--- src/rtl/arbitrated_mux_pkg.sv ---
// Shared definitions for arbitrated_mux: index sizing, FIFO geometry and the
// packet-lock state encoding.
package arbitrated_mux_pkg;

  localparam int unsigned FIFO_DEPTH  = 2;
  localparam int unsigned COUNT_WIDTH = 2;

  typedef enum logic {
    StUnlocked,
    StLocked
  } lock_state_e;

  // Width of a source index; a single source still needs one bit.
  function automatic int unsigned index_width(input int unsigned n);
    return (n < 2) ? 1 : $clog2(n);
  endfunction

  // Bits in one FIFO entry: payload, last flag and source index.
  function automatic int unsigned entry_width(input int unsigned data_w,
                                              input int unsigned index_w);
    return data_w + 1 + index_w;
  endfunction

endpackage

--- src/rtl/arbitrated_mux_fifo.sv ---
// Two-entry synchronous FIFO with registered storage; the head entry is read
// straight from storage so there is no input-to-output bypass.
module arbitrated_mux_fifo
  import arbitrated_mux_pkg::*;
#(
  parameter int unsigned WIDTH = 8
) (
  input  logic                   i_clk,
  input  logic                   i_rst_n,
  input  logic                   i_push,
  input  logic [WIDTH-1:0]       i_data,
  input  logic                   i_pop,
  output logic [WIDTH-1:0]       o_data,
  output logic [COUNT_WIDTH-1:0] o_count,
  output logic                   o_full,
  output logic                   o_empty
);

  logic [FIFO_DEPTH-1:0][WIDTH-1:0] mem_q;
  logic                             wr_ptr_q, rd_ptr_q;
  logic [COUNT_WIDTH-1:0]           count_q, count_d;
  logic                             push_ok, pop_ok;

  assign o_full  = (count_q == COUNT_WIDTH'(FIFO_DEPTH));
  assign o_empty = (count_q == '0);
  assign push_ok = i_push && !o_full;
  assign pop_ok  = i_pop && !o_empty;

  always_comb begin
    count_d = count_q;
    unique case ({push_ok, pop_ok})
      2'b10:   count_d = count_q + COUNT_WIDTH'(1);
      2'b01:   count_d = count_q - COUNT_WIDTH'(1);
      default: count_d = count_q;
    endcase
  end

  always_ff @(posedge i_clk or negedge i_rst_n) begin
    if (!i_rst_n) begin
      mem_q    <= '0;
      wr_ptr_q <= 1'b0;
      rd_ptr_q <= 1'b0;
      count_q  <= '0;
    end else begin
      if (push_ok) begin
        mem_q[wr_ptr_q] <= i_data;
        wr_ptr_q        <= ~wr_ptr_q;
      end
      if (pop_ok) begin
        rd_ptr_q <= ~rd_ptr_q;
      end
      count_q <= count_d;
    end
  end

  assign o_data  = mem_q[rd_ptr_q];
  assign o_count = count_q;

endmodule

--- src/rtl/arbitrated_mux.sv ---
// Steers one beat per cycle from the externally granted source into a 2-entry
// output FIFO, holding the grant on one source until its packet's last beat.
module arbitrated_mux
  import arbitrated_mux_pkg::*;
#(
  parameter int unsigned  REQUEST_WIDTH = 8,
  parameter int unsigned  DATA_WIDTH    = 32,
  localparam int unsigned INDEX_WIDTH   = index_width(REQUEST_WIDTH)
) (
  input  logic                                   i_clk,
  input  logic                                   i_rst_n,
  input  logic [REQUEST_WIDTH-1:0]               i_valid,
  output logic [REQUEST_WIDTH-1:0]               o_ready,
  input  logic [REQUEST_WIDTH-1:0][DATA_WIDTH-1:0] i_data,
  input  logic [REQUEST_WIDTH-1:0]               i_last,
  output logic [REQUEST_WIDTH-1:0]               o_request,
  input  logic [INDEX_WIDTH-1:0]                 i_grant,
  output logic                                   o_valid,
  input  logic                                   i_ready,
  output logic [DATA_WIDTH-1:0]                  o_data,
  output logic                                   o_last,
  output logic [INDEX_WIDTH-1:0]                 o_source
);

  typedef struct packed {
    logic [DATA_WIDTH-1:0]  data;
    logic                   last;
    logic [INDEX_WIDTH-1:0] source;
  } entry_t;

  localparam int unsigned EntryBits = entry_width(DATA_WIDTH, INDEX_WIDTH);

  lock_state_e              lock_state_q;
  logic [INDEX_WIDTH-1:0]   lock_idx_q;

  logic [COUNT_WIDTH-1:0]   fifo_count;
  logic                     fifo_full, fifo_empty;
  logic                     space, in_range, accept, pop;
  logic [REQUEST_WIDTH-1:0] grant_onehot, lock_mask, request;
  entry_t                   push_entry, head;

  // Reset gates space so no source sees o_ready while the block is held.
  assign space    = i_rst_n && (fifo_count < COUNT_WIDTH'(FIFO_DEPTH));
  assign in_range = (32'(i_grant) < REQUEST_WIDTH);

  always_comb begin
    grant_onehot = '0;
    if (in_range) begin
      grant_onehot = REQUEST_WIDTH'(1) << i_grant;
    end
  end

  always_comb begin
    lock_mask = '1;
    if (lock_state_q == StLocked) begin
      lock_mask = REQUEST_WIDTH'(1) << lock_idx_q;
    end
  end

  assign request   = space ? (i_valid & lock_mask) : '0;
  assign accept    = |(request & grant_onehot);
  assign o_request = request;
  assign o_ready   = accept ? grant_onehot : '0;

  always_comb begin
    push_entry        = '0;
    push_entry.source = i_grant;
    if (in_range) begin
      push_entry.data = i_data[i_grant];
      push_entry.last = i_last[i_grant];
    end
  end

  // Packet lock: any accepted non-last beat pins arbitration to its source.
  always_ff @(posedge i_clk or negedge i_rst_n) begin
    if (!i_rst_n) begin
      lock_state_q <= StUnlocked;
      lock_idx_q   <= '0;
    end else if (accept) begin
      unique case (push_entry.last)
        1'b1: lock_state_q <= StUnlocked;
        1'b0: begin
          lock_state_q <= StLocked;
          lock_idx_q   <= i_grant;
        end
        default: lock_state_q <= lock_state_q;
      endcase
    end
  end

  assign pop = !fifo_empty && i_ready;

  arbitrated_mux_fifo #(
    .WIDTH (EntryBits)
  ) u_fifo (
    .i_clk   (i_clk),
    .i_rst_n (i_rst_n),
    .i_push  (accept),
    .i_data  (push_entry),
    .i_pop   (pop),
    .o_data  (head),
    .o_count (fifo_count),
    .o_full  (fifo_full),
    .o_empty (fifo_empty)
  );

  assign o_valid  = !fifo_empty;
  assign o_data   = head.data;
  assign o_last   = head.last;
  assign o_source = head.source;

`ifndef SYNTHESIS
  // The arbiter must answer a live request with an in-range, requesting index.
  grant_valid_a : assert property (@(posedge i_clk) disable iff (!i_rst_n)
    (|o_request) |-> (in_range && request[i_grant]));

  no_push_when_full_a : assert property (@(posedge i_clk) disable iff (!i_rst_n)
    !(accept && fifo_full));
`endif

endmodule

--- config.mk ---
export PLATFORM = sky130hd
export DESIGN_NAME = arbitrated_mux
export DESIGN_NICKNAME = d
export VERILOG_FILES = /design/src/rtl/arbitrated_mux_pkg.sv /design/src/rtl/arbitrated_mux_fifo.sv /design/src/rtl/arbitrated_mux.sv
export SDC_FILE = /design/constraint.sdc
export NUM_CORES = 1
export LEC_CHECK = 0
export CAP_MARGIN = 20
export CORE_MARGIN = 10
export CORE_UTILIZATION = 30
export CTS_CLUSTER_DIAMETER = 50
export DETAILED_ROUTE_END_ITERATION = 10
export SYNTH_ARGS = -nofsm -noshare
export SYNTH_HDL_FRONTEND = slang
export SYNTH_SLANG_ARGS = --single-unit
export TNS_END_PERCENT = 20
--- constraint.sdc ---
create_clock -name i_clk -period 4.7 [get_ports i_clk]
set_input_delay 0.47 -clock i_clk [delete_from_list [all_inputs] [get_ports i_clk]]
set_output_delay 0.47 -clock i_clk [all_outputs]
set_load 0.05 [all_outputs]
==> results of run 1 <==
where the power goes:
group,switching (µW),leakage (µW),internal [µW]
clock,274,0.000145,406
sequential,270,0.000979,1020
combinational,1450,0.00281,1390
cell usage after synthesis, types with 5 or more instances:
library cell,instances,area [µm²]
nand2_1,99,371.6
dfrtp_1,80,2002
mux4_2,66,1486
mux2_4,60,900.9
mux2_2,50,563.0
clkbuf_1,17,63.81
nor2_1,12,45.04
buf_2,7,35.03
nor3_1,7,35.03
buf_1,5,18.77
o21ai_0,5,25.02
metrics by stage:
stage	total power (µW)	cell area (µm²)
after floorplan	3186	6012
after CTS	4870	9751
final	4810	9771
after detailed placement	4154	9463
after global routing	5045	9771
after global placement	4110	9463
state kept, by name, summed over array words and instances, names as in the netlist:
| signal | cells |
|---|---|
| u_fifo.mem_q | 72 |
| lock_idx_q | 3 |
| u_fifo.o_count | 2 |
| lock_state_q | 1 |
| u_fifo.rd_ptr_q | 1 |
| u_fifo.wr_ptr_q | 1 |
per-layer routing:
| metal | wire length (µm) | vias to the layer above |
|---|---|---|
| met2 | 10870 | 224 |
| met3 | 2021 | 19 |
| met1 | 8872 | 2483 |
| li1 | - | 2331 |
| met4 | 291 | 2 |
| met5 | 12 | - |
how the worst max path moves through the flow:
stage                              to  slack, ns  cells past startpoint
floorplan           u_fifo.o_count[1]       1.47                      9
global placement           o_ready[2]       1.46                      4
detailed placement         o_ready[2]       1.40                      4
CTS                        o_ready[2]       1.39                      4
global route               o_ready[2]       1.28                      4
finish                     o_ready[2]       1.42                      4
kinds of logic after synthesis:
| kind of cell | after synthesis | synth area share (%) |
|---|---|---|
| AND/OR/NAND/NOR | 139 | 10.30 |
| XOR/XNOR | 5 | 0.7285 |
| adder cells (fa/ha/maj) | 1 | 0.2081 |
| AO/OA/AOI/OAI | 17 | 2.185 |
| multiplexers | 176 | 49.07 |
| flip-flops | 80 | 33.30 |
| buffers and inverters | 39 | 4.204 |
final cells by class:
| type | count | area, µm² |
|---|---|---|
| clock buffers | 9 | 225.2 |
| inverters | 2 | 7.507 |
| well taps | 265 | 331.6 |
| multi-input cells | 338 | 3765 |
| flip-flops and latches | 80 | 2003 |
| clock inverters | 7 | 62.56 |
| fillers | 1757 | 9819 |
| repair buffers | 338 | 3376 |
worst max-delay path: cells and delay by family:
| family | cells | cell delay [ns] |
|---|---|---|
| buf+inv | 2 | 1.62 |
| simple gates | 2 | 0.71 |
==> impl_metrics.py, run 1 <==
metrics = {
    "setup_path": {
        "r2r_slack_ns": 2.00,
        "cp.required_ns": 4.23,
        "end_kind": "primary output",
        "critPathArrivalTime_ns": 2.81,
        "worstSetupStartpoint": "i_grant[1]",
        "cp-start-kind": "primary input",
        "reg2reg_depth": 7,
        "r2r_end": "u_fifo.mem_q[25]",
        "critPathMaxStageDelay_ns": 0.90,
        "crit_path_max_fanout": 78,
        "path_cells": "buf_4, or2b_1, nor3_1, clkdlybuf4s50_1",
        "crit_type": "primary input to primary output",
        "reg2reg_from": "u_fifo.o_count[1]",
        "cpMaxStageDelayCell": "clkdlybuf4s50_1",
    },
    "floorplanning": {
        "die_w_um": 161.6,
        "fp.dieH_um": 161.6,
        "initial_utilization_pct": 30.69,
        "dieArea_um2": 26100,
        "core_um2": 19590,
        "io_pins": 331,
        "rows": 51,
    },
    "layout": {
        "areaGrowthSynthToFinish_pct": 62.52,
        "diodes": 0,
        "final_common_cell": "clkdlybuf4s50_1",
        "fin_cells": 1039,
        "final_util_pct": 49.88,
        "drive_above_1_share_pct": 27.78,
        "final_net_count": 1048,
        "layout_common_cells": "326 x clkdlybuf4s50_1, 99 x nand2_1, 79 x dfrtp_1",
    },
    "sta": {
        "slew_viol_final": 0,
        "slew_headroom_pct": 34.27,
        "min_period_ns": 3.278,
        "fmax_mhz": 305.0,
        "whs_ns": 0.2017,
        "setup_viol": 0,
        "rsz0062_at_grt": "false",
        "setup_ws_ns": 1.422,
        "worst_pin_slew_ns": 0.9859,
        "hold_violations": 0,
        "fin_worst_skew_ns": 0.006233,
        "fin_crit_sh_pct": 69.75,
        "tns_ns": 0,
    },
    "clock_network": {
        "cts_tree": "yes",
        "post-cts-setup-buffers": 0,
        "cts.clk_slew.worst_paths_ns": 0.06,
        "cts_max_path_buffers": 2,
        "postCtsResizedCells": 0,
        "cts_sinks": 80,
        "hold_buffers": 0,
        "cts_inserted_buffers": 9,
        "clock_latency_ns": 0.33,
        "cts_root_buffer": "clkbuf_16",
        "htree_num_levels": 3,
    },
    "global_routing": {
        "antenna_found_initial": 1,
        "grt_pass1_vias": 5845,
        "grtUsageMet2_pct": 28.03,
        "top_usage_layer": "met2",
        "grt_pass1_wl_um": 34220,
        "use_met3_pct": 6.482,
        "grt_max_degree": 81,
        "grt_use_total_pct": 16.50,
        "grt_use_met1_pct": 19.17,
        "overflow": 0,
    },
    "yosys": {
        "yosysWarningCount": 0,
        "yosysUniqueCellTypes": 43,
        "yosysSeqAreaShare_pct": 33.30,
        "dominantRegCellSynth": "dfrtp_1",
        "synth-edff-count": 0,
        "synthArstFlopShare_pct": 100.0,
        "synthesis.instances": 457,
        "postSynthAreaPerCell_um2": 13.16,
        "ys_seq_elements": 80,
        "synth_nets": 736,
        "syn_area_um2": 6012,
    },
    "route": {
        "drcViolationCount": 0,
        "vias": 5059,
        "viasPerCell": 4.869,
        "drt-initial-drc-count": 245,
        "dr.pass1.iters": 4,
        "wl_um": 22070,
        "ant_nets": 0,
        "avgRoutedWirePerCell_um": 21.24,
    },
    "power_and_ir_drop": {
        "power_density_nw_per_um2": 492.3,
        "ir_drop_mv": 0.2197,
        "leakage_uw": 0.003935,
    },
    "placed_design": {
        "pre_cts_slack_ns": 1.401,
        "port_buffers": 330,
        "dpl.cell_count": 1022,
        "dp_hpwl_um": 17560,
        "gp_congestion": 0.8639,
    },
    "run_status": {
        "status": "complete, no violations",
    },
    "job": {
        "drv_cap": 0,
    },
    "worst_hold_path": {
        "hold_path.class": "primary input to asynchronous set/reset pin",
    },
}
Power figures use the tool's default switching activity.
==> inputs of run 2 (changes only) <==
Clock period 4.7 ns to 3.1 ns, I/O delays scaled along.
==> impl_metrics.py, run 2 (same netlist as run 1, synthesis figures left out) <==
metrics = {
    "sta": {
        "setup_ws_ns": 0.4126,
        "tns_ns": 0,
        "fin_crit_sh_pct": 86.69,
        "slew_viol_final": 0,
        "slew_headroom_pct": 59.35,
        "rsz0062_at_grt": "false",
        "setup_viol": 0,
        "min_period_ns": 2.687,
        "hold_violations": 0,
        "worst_pin_slew_ns": 0.6079,
        "fmax_mhz": 372.1,
        "fin_worst_skew_ns": 0.009149,
    },
    "clock_network": {
        "cts.clk_slew.worst_paths_ns": 0.07,
        "cts_max_path_buffers": 2,
        "cts_sinks": 80,
        "htree_num_levels": 3,
        "post-cts-setup-buffers": 0,
        "cts_inserted_buffers": 9,
        "cts_tree": "yes",
        "cts_root_buffer": "clkbuf_16",
        "clock_latency_ns": 0.34,
    },
    "floorplanning": {
        "fp.dieH_um": 161.6,
        "dieArea_um2": 26100,
        "rows": 51,
        "die_w_um": 161.6,
        "core_um2": 19590,
        "initial_utilization_pct": 30.69,
        "io_pins": 331,
    },
    "placed_design": {
        "dp_hpwl_um": 18330,
        "pre_cts_slack_ns": 0.3999,
        "port_buffers": 330,
        "gp_congestion": 0.8992,
    },
    "route": {
        "drt-initial-drc-count": 215,
        "dr.pass1.iters": 4,
        "avgRoutedWirePerCell_um": 21.60,
        "viasPerCell": 4.889,
        "vias": 5114,
        "drcViolationCount": 0,
        "ant_nets": 0,
        "wl_um": 22590,
    },
    "layout": {
        "final_util_pct": 50.48,
        "final_net_count": 1055,
        "largest_reg_flops": 72,
        "diodes": 0,
        "layout_common_cells": "318 x clkdlybuf4s50_1, 99 x nand2_1, 79 x dfrtp_1",
        "regMostFlops": "u_fifo.mem_q",
        "areaGrowthSynthToFinish_pct": 64.50,
        "final_common_cell": "clkdlybuf4s50_1",
        "drive_above_1_share_pct": 29.71,
    },
    "global_routing": {
        "grt_use_total_pct": 16.71,
        "grt_max_degree": 81,
        "overflow": 0,
        "antenna_found_initial": 0,
        "grt_pass1_vias": 5944,
        "grt_pass1_wl_um": 34500,
    },
    "setup_path": {
        "cp-start-kind": "flip-flop",
        "end_kind": "primary output",
        "cp.required_ns": 2.79,
        "crit_path_max_fanout": 22,
        "crit_type": "flip-flop to primary output",
        "critPathArrivalTime_ns": 2.38,
    },
    "power_and_ir_drop": {
        "leakage_uw": 0.004012,
        "power_density_nw_per_um2": 758.3,
        "ir_drop_mv": 0.3027,
    },
    "run_status": {
        "status": "complete, no violations",
    },
    "job": {
        "drv_cap": 0,
    },
    "worst_hold_path": {
        "hold_path.class": "primary input to flip-flop",
    },
}
run 2: changes by cell type in the layout (fill, tap and decap cells not counted), sizes merged:
cell	delta
buf	+14
bufinv	+1
clkdlybuf4s50	-8
clkinv	-4
clkinvlp	-1
dlygate4sd3	+1
inv	+4
run 2: area by class of cell:
class	count	area (µm²)
clock buffer	9	225.2
clock inverter	7	106.4
fill	1734	9701
inverter	2	7.507
multi-input combinational	338	3785
sequential	80	2003
tap	265	331.6
timing repair buffer	345	3431
run 2: final timing paths:
check                           cells past startpoint           endpoint  slack (ns)             start
worst max register to register                      8  u_fifo.o_count[1]        0.54     lock_idx_q[2]
max in group asynchronous                           4    u_fifo.rd_ptr_q        2.06           i_rst_n
min in group asynchronous                           3   u_fifo.mem_q[15]        0.46           i_rst_n
worst min-delay path                                2      lock_idx_q[1]        0.35        i_grant[1]
worst max-delay path                                3        o_source[1]        0.41   u_fifo.rd_ptr_q
worst min register to register                      1   u_fifo.mem_q[37]        0.50  u_fifo.mem_q[37]
run 2: repair_timing:
| action | in CTS | in global routing |
|---|---|---|
| resized for setup | 0 | 0 |
| endpoints found under the setup margin | 0 | 0 |
| hold endpoints to repair | 0 | 9 |
| hold buffers | 0 | 1 |
run 2: stage by stage:
step	cells	instance area, µm²	hold slack [ns]	total power, µW
floorplan	457	6032	0.01441	4834
global placement	1028	9520	0.4849	6286
detailed placement	1028	9520	0.4845	6350
CTS	1044	9852	0.2942	7585
global route	1046	9889	0.3367	7844
finish	1046	9889	0.3500	7500
run 2: power by group:
part,switching (µW),internal (µW)
Sequential,353,1550
Clock,460,723
Combinational,2290,2130
Total,3100,4400
run 2: routing by layer:
layer / part of all wire (%) / vias up / GRT usage [%]
li1: - / 2348 / -
met5: 0 / - / 0
met3: 8.3 / 14 / 5.872
met1: 41 / 2523 / 19.52
met2: 50 / 229 / 28.83
met4: 0.96 / 0 / 3.722
run 2: critical path, stage by stage (launching register included):
cell and delay, ns:
dfrtp_2 0.68, buf_12 0.24, mux2_2 0.34, clkdlybuf4s50_1 0.76
